$ cat config.mk
export PLATFORM = sky130hd
export DESIGN_NAME = kernel_tap_reader_flat
export DESIGN_NICKNAME = d
export VERILOG_FILES = /design/src/rtl/kernel_tap_reader_pkg.sv /design/src/rtl/kernel_tap_reader_if.sv /design/src/rtl/kernel_tap_reader_tap_out_reg.sv /design/src/rtl/kernel_tap_reader.sv /design/src/flat_wrapper.sv
export SDC_FILE = /design/constraint.sdc
export NUM_CORES = 1
export LEC_CHECK = 0
export CORE_MARGIN = 4
export CORE_UTILIZATION = 50
export DETAILED_ROUTE_END_ITERATION = 8
export GPL_TIMING_DRIVEN = 0
export HOLD_SLACK_MARGIN = 0.05
export PLACE_DENSITY = 0.76
export SYNTH_ARGS = -nofsm -noshare
export SYNTH_HDL_FRONTEND = slang
export SYNTH_SLANG_ARGS = --single-unit
$ cat constraint.sdc
create_clock -name clk -period 2.7 [get_ports clk]
set_input_delay 0.675 -clock clk [delete_from_list [all_inputs] [get_ports clk]]
set_output_delay 0.675 -clock clk [all_outputs]
set_load 0.005 [all_outputs]
$ cat src/rtl/kernel_tap_reader_pkg.sv
// Shared constants and types for the kernel tap read path.
// TAPS sizes both the kernel store and one tap sweep.
package cnn_pkg;
    localparam int KERNEL_M   = 3;
    localparam int KADDR_W    = 7;
    localparam int NWIN_W_DEF = 8;
    localparam int TAPS       = KERNEL_M * KERNEL_M;

    typedef enum logic [1:0] {
        IDLE = 2'd0,
        RUN  = 2'd1,
        DONE = 2'd2
    } state_t;
endpackage

$ cat src/rtl/kernel_tap_reader_if.sv
// Valid/ready tap stream from the kernel reader to the convolution MAC.
interface kernel_tap_reader_if
    import cnn_pkg::*;
#(
    parameter int ADDR_W = KADDR_W
);
    logic              tap_valid;
    logic              tap_ready;
    logic              tap_bit;
    logic [ADDR_W-1:0] tap_idx;
    logic              tap_last;
    logic              win_last;

    modport master (
        output tap_valid, tap_bit, tap_idx, tap_last, win_last,
        input  tap_ready
    );

    modport slave (
        input  tap_valid, tap_bit, tap_idx, tap_last, win_last,
        output tap_ready
    );
endinterface

$ cat src/rtl/kernel_tap_reader_tap_out_reg.sv
// One-entry valid/ready output register holding the current tap.
// Payload only changes on load, so a stalled tap stays stable.
module tap_out_reg
    import cnn_pkg::*;
#(
    parameter int ADDR_W = KADDR_W
) (
    input  logic              clk,
    input  logic              rstn,
    input  logic              load,
    input  logic              clear,
    input  logic              d_bit,
    input  logic [ADDR_W-1:0] d_idx,
    input  logic              d_last,
    input  logic              d_win_last,
    kernel_tap_reader_if.master tap
);

    always_ff @(posedge clk or negedge rstn) begin
        if (!rstn) begin
            tap.tap_valid <= 1'b0;
            tap.tap_bit   <= 1'b0;
            tap.tap_idx   <= '0;
            tap.tap_last  <= 1'b0;
            tap.win_last  <= 1'b0;
        end else if (clear) begin
            tap.tap_valid <= 1'b0;
            tap.tap_bit   <= 1'b0;
            tap.tap_idx   <= '0;
            tap.tap_last  <= 1'b0;
            tap.win_last  <= 1'b0;
        end else if (load) begin
            tap.tap_valid <= 1'b1;
            tap.tap_bit   <= d_bit;
            tap.tap_idx   <= d_idx;
            tap.tap_last  <= d_last;
            tap.win_last  <= d_win_last;
        end else if (tap.tap_valid && tap.tap_ready) begin
            tap.tap_valid <= 1'b0;
        end
    end

endmodule

$ cat src/rtl/kernel_tap_reader.sv
// Kernel store read sequencer: sweeps addresses 0..M*M-1 once per window and
// streams each sampled bit to the MAC through a one-entry output register.
//
//  state | meaning
//  IDLE  | waiting for start
//  RUN   | issuing addresses / draining taps until final tap is consumed
//  DONE  | one-cycle done pulse, counters and tap register cleared
module kernel_tap_reader
    import cnn_pkg::*;
#(
    parameter int M      = KERNEL_M,
    parameter int ADDR_W = KADDR_W,
    parameter int NWIN_W = NWIN_W_DEF
) (
    input  logic              clk,
    input  logic              rstn,
    input  logic              start,
    input  logic [NWIN_W-1:0] num_windows,
    output logic [ADDR_W-1:0] k_addr,
    input  logic              k_bit,
    kernel_tap_reader_if.master tap,
    output logic              busy,
    output logic              done
);

    localparam int                NTAPS     = M * M;
    localparam logic [ADDR_W-1:0] LAST_ADDR = ADDR_W'(NTAPS - 1);

    state_t            state_q;
    state_t            state_d;
    logic              issuing_q;
    logic [NWIN_W-1:0] win_cnt_q;
    logic [NWIN_W-1:0] nwin_q;
    logic              load;
    logic              job_start;
    logic              clear;
    logic              consume;
    logic              addr_last;
    logic              win_final;

    assign consume   = tap.tap_valid && tap.tap_ready;
    assign addr_last = (k_addr == LAST_ADDR);
    // Full-width compare; win_cnt never exceeds nwin_q-1 while issuing.
    assign win_final = (win_cnt_q == (nwin_q - NWIN_W'(1)));

    always_ff @(posedge clk or negedge rstn) begin
        if (!rstn) state_q <= IDLE;
        else       state_q <= state_d;
    end

    always_comb begin
        state_d   = state_q;
        load      = 1'b0;
        job_start = 1'b0;
        clear     = 1'b0;
        busy      = (state_q != IDLE);
        done      = 1'b0;
        case (state_q)
            IDLE: begin
                if (start) begin
                    if (num_windows != '0) begin
                        job_start = 1'b1;
                        state_d   = RUN;
                    end else begin
                        state_d   = DONE;
                    end
                end
            end
            RUN: begin
                load = issuing_q && (!tap.tap_valid || tap.tap_ready);
                if (consume && tap.tap_last && tap.win_last) state_d = DONE;
            end
            DONE: begin
                done    = 1'b1;
                clear   = 1'b1;
                state_d = IDLE;
            end
            default: state_d = IDLE;
        endcase
    end

    always_ff @(posedge clk or negedge rstn) begin
        if (!rstn) begin
            k_addr    <= '0;
            win_cnt_q <= '0;
            nwin_q    <= '0;
            issuing_q <= 1'b0;
        end else if (job_start) begin
            k_addr    <= '0;
            win_cnt_q <= '0;
            nwin_q    <= num_windows;
            issuing_q <= 1'b1;
        end else if (load) begin
            if (addr_last) begin
                k_addr    <= '0;
                win_cnt_q <= win_cnt_q + NWIN_W'(1);
                if (win_final) issuing_q <= 1'b0;
            end else begin
                k_addr    <= k_addr + ADDR_W'(1);
            end
        end else if (clear) begin
            k_addr    <= '0;
            win_cnt_q <= '0;
            issuing_q <= 1'b0;
        end
    end

    tap_out_reg #(
        .ADDR_W (ADDR_W)
    ) u_tap_out_reg (
        .clk        (clk),
        .rstn       (rstn),
        .load       (load),
        .clear      (clear),
        .d_bit      (k_bit),
        .d_idx      (k_addr),
        .d_last     (addr_last),
        .d_win_last (win_final),
        .tap        (tap)
    );

endmodule
$ cat src/flat_wrapper.sv
// flat-port wrapper written by rule: the top's interface ports become plain ports
module kernel_tap_reader_flat import cnn_pkg::*;
#(
    parameter int M      = KERNEL_M,
    parameter int ADDR_W = KADDR_W,
    parameter int NWIN_W = NWIN_W_DEF
)
  (clk, rstn, start, num_windows, k_addr, k_bit, busy, done, tap_tap_valid, tap_tap_bit, tap_tap_idx, tap_tap_last, tap_win_last, tap_tap_ready);
  kernel_tap_reader_if #(.ADDR_W(ADDR_W)) tap_i ();
  input  logic clk;
  input  logic rstn;
  input  logic start;
  input  logic [NWIN_W-1:0] num_windows;
  output logic [ADDR_W-1:0] k_addr;
  input  logic k_bit;
  output logic busy;
  output logic done;
  output wire logic [$bits(tap_i.tap_valid)-1:0] tap_tap_valid;
  output wire logic [$bits(tap_i.tap_bit)-1:0] tap_tap_bit;
  output wire logic [$bits(tap_i.tap_idx)-1:0] tap_tap_idx;
  output wire logic [$bits(tap_i.tap_last)-1:0] tap_tap_last;
  output wire logic [$bits(tap_i.win_last)-1:0] tap_win_last;
  input wire logic [$bits(tap_i.tap_ready)-1:0] tap_tap_ready;
  assign tap_tap_valid = tap_i.tap_valid;
  assign tap_tap_bit = tap_i.tap_bit;
  assign tap_tap_idx = tap_i.tap_idx;
  assign tap_tap_last = tap_i.tap_last;
  assign tap_win_last = tap_i.win_last;
  assign tap_i.tap_ready = tap_tap_ready;
  kernel_tap_reader #(.M(M), .ADDR_W(ADDR_W), .NWIN_W(NWIN_W)) u_core (.clk(clk), .rstn(rstn), .start(start), .num_windows(num_windows), .k_addr(k_addr), .k_bit(k_bit), .tap(tap_i), .busy(busy), .done(done));
endmodule
* Word-level counts from Yosys, hierarchy flattened
Index checks and enable logic that the tools add are counted.
Storage, ports and cells: output and inout port bits 20, logic and storage cells 69, bits in registers 37
Operators by class: reduce and logical (&&, ||, !) cells 15, $add $sub $neg 3, eq/ne operators 8, mux-type cells 33
Operator list (count):
- $mux 7 | 6
- $mux 8 | 4
- $mux 1 | 19
- $add 8x1->8 const B | 1
- $eq 8x8->1 | 1
- $reduce_bool 8->1 | 1
- $sub 8x1->8 const B | 1
- $add 7x1->7 const B | 1
- $eq 7x4->1 const B | 1
- $mux 2 | 3
- $ne 3x3->1 const B | 2
- $reduce_bool 3->1 | 2
- $logic_and 1x1->1 | 4
- $pmux 2 s2 | 1
- $reduce_and 2->1 | 2
- $reduce_bool 2->1 | 2
- $reduce_and 3->1 | 1
- $eq 2x1->1 const B | 1
- $eq 2x2->1 const B | 1
- $logic_not 2->1 | 1
- $ne 2x1->1 const B | 1
- $ne 2x2->1 const B | 1
- $logic_not 1->1 | 1
- $logic_or 1x1->1 | 1

* Longest topological paths before layout
Gate-level depths: netlist of run 1.
word-level depth 6, mapped depth 9, mapped depth without buffers 8

* Hierarchy
From an unflattened synthesis of run 1, not the netlist that was laid out.
Unflattened totals: cells, all modules 204, area, all modules 2049.5 um2
Modules (own cells, without submodules):
- kernel_tap_reader | seq. area each 650.6 um2, cells each 168, area an instance 1605.3 um2, instances 1
- tap_out_reg | seq. area each 275.3 um2, cells each 36, area an instance 444.2 um2, instances 1

* Worst setup path before layout of run 1
OpenSTA, ideal clock, no wires.
path type register to register, start point reg u_core.k_addr[0], end point reg u_core.k_addr[2], path buffers 1, setup slack 0.711 ns, clock period less this slack 1.989 ns, data required time 2.578 ns, stages on the path, launching flop included 9, data arrival time 1.868 ns, cells stage by stage dfrtp_1 -> inv_1 -> ha_1 -> or4b_1 -> nor3b_2 -> nand2b_4 -> buf_6 -> nor2_1 -> a32o_1
Between the ends: cells in the longest elaborated chain, start to end 4
Ends and longest elaborated chain:
- from (decl) | line kernel_tap_reader.sv:19 | output logic [ADDR_W-1:0] k_addr,
- from (signal assigned) | line kernel_tap_reader.sv:99 | k_addr <= k_addr + ADDR_W'(1);
- $add 7x1->7 / $eq 7x4->1 (equally long branches) | line kernel_tap_reader.sv:99, kernel_tap_reader.sv:42
- $mux 7 (*) | line kernel_tap_reader.sv:94 | if (addr_last) begin
- $mux 7 (*) | line kernel_tap_reader.sv:93 | end else if (load) begin
- $mux 7 (*) | line kernel_tap_reader.sv:88 | end else if (job_start) begin
Every way passes the cells marked *; elsewhere a longest branch is shown, timed or not. A chain may end at the register's enable or synchronous reset.

* Final worst setup path of run 1
start point in num_windows[6], end point reg u_core.k_addr[6]
Between the ends: cells in the longest elaborated chain, start to end 5
Ends and longest elaborated chain:
- from (decl) | line flat_wrapper.sv:13 | input logic [NWIN_W-1:0] num_windows;
- $reduce_bool 8->1 (*) | line kernel_tap_reader.sv:61 | if (num_windows != '0) begin
- $mux 1 (*) | line kernel_tap_reader.sv:61
- $mux 1 (*) | line kernel_tap_reader.sv:60 | if (start) begin
- $mux 1 (*) | line kernel_tap_reader.sv:58 | case (state_q)
- $reduce_bool 3->1 (no line) / $mux 7 (equally long branches)
Marks and branches as above.

==> results by group, run 1 <==
Clock tree
  • Post_cts resized: 0
  • Clock Path Buffers: 2
  • Clock Latency Late Sink: about 0.29 ns
  • Worst-path clk slew: 0.07 ns
  • CTS tree: done
  • Setup Buffers After CTS: 0
  • Root Buffer Master: clkbuf_8
  • Sinks on Clock Net: 37
  • H-tree depth: 2
  • Hold buffers post-CTS: 0
  • CTS Buf Count: 5

Worst setup path
  • Worst Path Arrival: between 2 and 3 ns
  • Critical Path RT: 2.87 ns
  • Worst-path fanout max: 10
  • CP cell instances: clkdlybuf4s50_1, nor4_1, nand2_1, a211o_1, buf_2, nand4_1, xor2_1, a21oi_1
  • Worst setup path category: in -> reg
  • CP Capture Type: flop
  • WP buf/inv: 2
  • Worst-path cell with the longest stage delay: nor4_1
  • Reg2Reg Setup Slack: 0.48 ns
  • CP top delay family: simple AND/OR/NAND/NOR gates
  • CP max stage delay: 0.44 ns
  • CP startpoint kind: input port

Cells and area
  • Finished Core Util: 0.648
  • Layout cells sized above 1: 0.108
  • Fill cells: around 320
  • Ant. Diodes: 0
  • Syn-to-layout area delta: 23.7%
  • Post-layout nets: 257

Power
  • Overall Power: 1.26 mW
  • Cell Pwr Density: 525 nW/um2
  • Max VDD drop: 0.000424 V
  • Leakage: 1.08 nW

GRT
  • Total gr overflow: 0
  • Vias in the first global route: 1,544
  • Tot GR Track Use: 0.185
  • Pin count of the biggest net entering global routing: 38
  • Number of antenna violations at the first check in global routing: 0
  • First-pass GRT wire length: 7.25 mm

STA
  • Relative slew slack: 0.455
  • Worst slew pin tran: 0.818 ns
  • Final critical-path required period: around 2.4 ns
  • Final Max Slew Viols: 0
  • Final Hold Viols: 0
  • Setup violations, final: 0
  • Layout Skew: approximately 0.0047 ns
  • Peak Freq: 0.415 GHz
  • RSZ-0062 raised after global routing: false
  • Fin crit share: 0.893

Logic synthesis
  • Yosys warnings: 0
  • Netlist Area Pre-Place: 1950 um2
  • Post-synth EDFFs: 0
  • Synth cell types: 40
  • Mean Syn Cell Area: ~9.7 um2
  • Synth async-reset ratio: 1.00
  • Post-synthesis sequential area ratio: 0.476
  • Mapped Nets: 218
  • Top_reg_cell synth: dfrtp_1
  • Gate Count Post-Synth: around 200
  • #FFs+latches synth: 37

Floorplan
  • Die Y: 70.4 um
  • Die area: 4960 um2
  • Standard-cell rows: 22
  • Core region area: 3720 um2
  • Chip width: 70.4 um
  • Initial core utilization: 0.524
  • I/O Pins: 33

Route
  • Routed len/inst: 14.9 um
  • Residual DRC: 0
  • Final wirelength: around 4.3 mm
  • DR iter-0 viols: 84
  • Total number of vias: 1,590
  • TritonRoute pass-1 iters: 4
  • Number of vias per cell: 5.52
  • Remaining antenna violation count: 0

Flow run
  • Max-Cap Viols: 0

Placement
  • DP HPWL: 3.04 mm
  • Port bufs: 32
  • Placer Congestion: 0.783

Outcome
  • Status: complete, no violations

Worst hold path
  • Hold crit path type: in -> async
## sequential cells by signal (all words and copies together), names as in the netlist
name                                cells
u_core.u_tap_out_reg.tap.tap_idx        7
u_core.u_tap_out_reg.tap.tap_valid      1
u_core.nwin_q                           8
u_core.win_cnt_q                        8
u_core.state_q                          2
u_core.u_tap_out_reg.tap.win_last       1
u_core.u_tap_out_reg.tap.tap_last       1
u_core.issuing_q                        1
u_core.u_tap_out_reg.tap.tap_bit        1
u_core.k_addr                           7
## cell usage in the layout, fill, tap and decap left out, types with 2 or more instances in the layout
master and n:
nand3_1 21, and3_1 6, ha_1 4, clkdlybuf4s50_1 31, nor3b_2 2, nor4_1 5
xor2_1 5, nand4_1 3, mux2_2 8, clkbuf_1 6, and3_2 2, nor2b_1 3
or3_1 2, a32o_1 2, nand2_1 27, buf_2 2, nor2_1 7, nand2b_1 4
dfrtp_1 37, o21ai_0 19, a21oi_1 6, nor3_1 2, xnor2_1 7, clkbuf_8 6
o31ai_1 2, inv_1 5
## synthesized netlist by cell type, types with 2 or more instances
cell / instances / area, um2
and3_2: 2 / 15.0
or3_1: 2 / 12.5
nand2b_1: 4 / 25.0
xnor2_1: 7 / 61.3
and3_1: 6 / 37.5
nor3_1: 2 / 10.0
nor2b_1: 3 / 18.8
inv_1: 5 / 18.8
a32o_1: 2 / 20.0
o21ai_0: 19 / 95.1
nor3b_2: 2 / 25.0
nand2_1: 27 / 101
o31ai_1: 2 / 15.0
mux2_2: 8 / 90.1
xor2_1: 5 / 43.8
nor4_1: 5 / 31.3
nand4_1: 3 / 18.8
clkbuf_1: 5 / 18.8
ha_1: 4 / 50.1
dfrtp_1: 37 / 926
nor2_1: 7 / 26.3
a21oi_1: 6 / 30.0
nand3_1: 21 / 105
## final cells by class
| cell class | count | area [um2] | area share |
|---|---|---|---|
| plain buffers | 8 | 42.5 | 0.0177 |
| well taps | 48 | 60.1 | 0.0249 |
| repair buffers | 32 | 315 | 0.131 |
| flip-flops and latches | 37 | 926 | 0.384 |
| clock buffers | 7 | 86.3 | 0.0358 |
| inverters | 5 | 18.8 | 0.00779 |
| multi-input cells | 151 | 960 | 0.398 |
## final timing paths
check | depth (start not counted) | to | start
hold reg to reg | 1 | u_core.state_q[1] | u_core.state_q[1]
hold / removal | 1 | u_core.nwin_q[3] | rstn
setup reg to reg | 8 | u_core.k_addr[2] | u_core.k_addr[0]
max in group asynchronous | 1 | u_core.k_addr[3] | rstn
min in group clk | 1 | u_core.state_q[1] | u_core.state_q[1]
setup / recovery | 8 | u_core.k_addr[6] | num_windows[6]
## report_power, final
part | switching (mW) | total (mW) | internal, mW
clock network | 0.183 | 0.386 | 0.202
registers | 0.0391 | 0.637 | 0.598
logic | 0.107 | 0.240 | 0.134
total | 0.329 | 1.26 | 0.934
## metrics by stage
step / area (um2) / setup slack (ns) / hold slack (ns) / std cells / TNS, ns
after floorplan: 1950 / 0.711 / 0.379 / 201 / 0
after global placement: 2330 / 0.0284 / 0.481 / 281 / 0
after detailed placement: 2320 / -0.00675 / 0.479 / 281 / -0.00675
after CTS: 2410 / 0.262 / 0.489 / 288 / 0
after global routing: 2410 / 0.167 / 0.524 / 288 / 0
final: 2410 / 0.289 / 0.478 / 288 / 0
## cells by family (layout without fill, tap and decap cells)
logic type | after synthesis | in the layout | synth area share
adders and majority gates | 4 | 4 | 0.0257
muxes | 9 | 9 | 0.0514
AOI/OAI and AO/OA | 34 | 34 | 0.103
and+or+nand+nor | 92 | 92 | 0.258
DFF | 37 | 37 | 0.476
xor gates and xnor gates | 12 | 12 | 0.0540
buffers and inverters | 13 | 52 | 0.0315
## layer usage
metal	up-vias	global-route usage	part of all wire
li1	793	-	-
met1	757	0.248	0.48
met2	32	0.269	0.45
met3	8	0.0719	0.060
met4	0	0.0723	0.015
met5	-	0	0
No activity file was read; power rests on OpenSTA's default activity.
==> inputs of run 2 (changes only) <==
--- a/config.mk
+++ b/config.mk
@@ -8,9 +8,9 @@
 export CORE_MARGIN = 4
 export CORE_UTILIZATION = 50
 export DETAILED_ROUTE_END_ITERATION = 8
+export DONT_BUFFER_PORTS = 1
 export GPL_TIMING_DRIVEN = 0
 export HOLD_SLACK_MARGIN = 0.05
-export PLACE_DENSITY = 0.76
 export SYNTH_ARGS = -nofsm -noshare
 export SYNTH_HDL_FRONTEND = slang
 export SYNTH_SLANG_ARGS = --single-unit
==> results by group, run 2 (synthesized netlist as in run 1, its figures left out) <==
Outcome
  • Status: complete, no violations

Clock tree
  • Clock Latency Late Sink: 0.29 ns (about the same)
  • Post_cts resized: 0 (unchanged)
  • CTS tree: done
  • Worst-path clk slew: 0.07 ns (about the same)
  • H-tree depth: 2 (unchanged)
  • Root Buffer Master: clkbuf_8
  • Clock Path Buffers: 2 (unchanged)
  • CTS Buf Count: 5 (unchanged)
  • Sinks on Clock Net: 37 (unchanged)

Cells and area
  • Layout cells sized above 1: 0.124 (+0.0155)
  • Commonest non-fill, non-tap cell in the layout: dfrtp_1
  • Fill cells: 342 (+5.6%)
  • Sequential Area: 926 um2 (unchanged)
  • Post-layout nets: 226 (-12%)
  • Finished Core Util: 0.565 (-0.0832)
  • Biggest regs: u_core.nwin_q (8), u_core.win_cnt_q (8)
  • Most frequent cells in the layout: 37 x dfrtp_1, 27 x nand2_1, 21 x nand3_1
  • Ant. Diodes: 0 (unchanged)
  • Multi-input logic area: 960 um2 (unchanged)
  • Syn-to-layout area delta: 7.84%

Power
  • Switching share of total power: 0.273 (+0.0121)
  • Sequential Power Share: 0.562 (+0.058)
  • Clk network pwr share: 0.321 (+0.016)
  • Leakage: 0.962 nW (-10%)
  • Cell Pwr Density: 548 nW/um2 (+4.6%)
  • Pint: 0.837 mW (-10%)
  • NetSw: 0.314 mW (-4.6%)
  • Max VDD drop: 0.000375 V (-11%)
  • Comb pwr share: 0.117 (-0.073)

Placement
  • Placer Congestion: 0.814 (+3.8%)
  • DP HPWL: 3.11 mm (+2.4%)
  • Port bufs: 0 (-100%)

Worst setup path
  • CP cell instances: inv_1, ha_1, or4b_1, nor3b_2, nand2b_4, nand2_4, nor4_1, nor2_1
  • Reg2Reg Setup Slack: 0.46 ns (-0.02 ns)
  • CP startpoint kind: flop
  • Worst-path fanout max: 9 (-1)
  • CP top delay family: simple AND/OR/NAND/NOR gates
  • CP max stage delay: 0.45 ns (about the same)
  • Reg-to-reg endpoint: u_core.issuing_q
  • WP buf/inv: 1 (-1)
  • Worst r2r src: u_core.k_addr[0]
  • Worst r2r path cells: 8 (unchanged)
  • Beginning of the critical path: u_core.k_addr[0]
  • Worst setup path category: reg -> reg
  • Worst Path Arrival: 2.41 ns (-0.17 ns)
  • Worst-path cell with the longest stage delay: dfrtp_1
  • CP Capture Type: flop
  • Critical Path RT: 2.87 ns (about the same)

Floorplan
  • Core region area: 3720 um2 (unchanged)
  • Die area: 4960 um2 (unchanged)
  • Standard-cell rows: 22 (unchanged)
  • Initial core utilization: 0.524 (unchanged)
  • Chip width: 70.4 um (unchanged)
  • I/O Pins: 33 (unchanged)
  • Die Y: 70.4 um (unchanged)

STA
  • Final critical-path required period: 2.24 ns (-0.175 ns)
  • Final Hold Viols: 0 (unchanged)
  • Relative slew slack: 0.609 (+0.155)
  • Setup violations, final: 0 (unchanged)
  • Worst slew pin tran: 0.580 ns (-0.238 ns)
  • RSZ-0062 raised after global routing: false
  • Final Max Slew Viols: 0 (unchanged)
  • Final setup TNS: 0 ns (unchanged)
  • Peak Freq: 0.447 GHz (+7.8%)
  • Layout Skew: 0.00541 ns (+0.000730 ns)
  • Fin crit share: 0.828 (-0.0647)

Worst hold path
  • Hold crit path type: in -> async

Route
  • Remaining antenna violation count: 0 (unchanged)
  • Routed len/inst: 16.5 um (+11%)
  • Final wirelength: 4.25 mm (-0.89%)
  • DR iter-0 viols: 73 (-13%)
  • TritonRoute pass-1 iters: 4 (unchanged)
  • Number of vias per cell: 5.73 (+3.8%)
  • Residual DRC: 0 (unchanged)
  • Total number of vias: 1,479 (-7.0%)

GRT
  • Pin count of the biggest net entering global routing: 38 (unchanged)
  • Vias in the first global route: 1,632 (+5.7%)
  • Tot GR Track Use: 0.194 (+0.00891)
  • First-pass GRT wire length: 7.65 mm (+5.4%)
  • Number of antenna violations at the first check in global routing: 0 (unchanged)
  • Total gr overflow: 0 (unchanged)

Flow run
  • Max-Cap Viols: 0 (unchanged)
run 2: cell count changes in the layout (fill, tap and decap cells not counted), sizes merged:
| cell | previous run | this run |
|---|---|---|
| clkinv | 0 | 2 |
| clkdlybuf4s50 | 31 | 0 |
| clkbuf | 12 | 11 |
| buf | 4 | 3 |
| dlygate4sd3 | 0 | 1 |
run 2: worst max-delay path by stage:
stage / slack, ns / depth (start not counted) / endpoint
final: 0.46 / 8 / u_core.issuing_q
after CTS: 0.45 / 8 / u_core.issuing_q
after floorplan: 0.71 / 8 / u_core.k_addr[2]
after global placement: 0.45 / 7 / u_core.k_addr[6]
after detailed placement: 0.43 / 7 / u_core.k_addr[6]
after global routing: 0.27 / 8 / u_core.issuing_q
run 2: power by group through the flow:
stage	Sequential (mW)	Combinational [mW]	Clock [mW]
after CTS	0.647	0.133	0.386
after floorplan	0.645	0.108	0
after global routing	0.656	0.152	0.418
after global placement	0.657	0.129	0
final	0.647	0.135	0.370
after detailed placement	0.657	0.133	0
run 2: worst register-to-register path: stages (launching register included):
cell	delay, ns
dfrtp_1	0.45
inv_1	0.13
ha_1	0.15
or4b_1	0.45
nor3b_2	0.28
nand2b_4	0.21
nand2_4	0.08
nor4_1	0.29
nor2_1	0.08
run 2: cell type report:
class                   count  area share
plain buffers               8      0.0203
clock buffers               6      0.0346
clock inverters             2     0.00477
inverters                   5     0.00894
multi-input cells         151       0.457
flip-flops and latches     37       0.441
well taps                  48      0.0286
repair buffers              1     0.00477
run 2: layer usage:
layer,up-vias,GRT usage,part of all wire
met5,-,0,0
met4,0,0.0723,0.014
met3,5,0.0705,0.062
met2,30,0.319,0.49
met1,716,0.232,0.43
li1,728,-,-
run 2: what timing repair did:
action                                 CTS  global route
hold buffers                             0             1
endpoints found under the hold margin    0             4
buffers inserted                         0             0
run 2: per-stage QoR:
step,std cells,instance area [um2],setup slack [ns],total power [mW],hold slack (ns)
after floorplan,201,1950,0.711,0.752,0.379
after global placement,249,2010,0.452,0.785,0.380
after detailed placement,249,2010,0.432,0.791,0.381
after CTS,257,2090,0.449,1.17,0.0626
after global routing,258,2100,0.266,1.23,0.0505
final,258,2100,0.464,1.15,0.0736
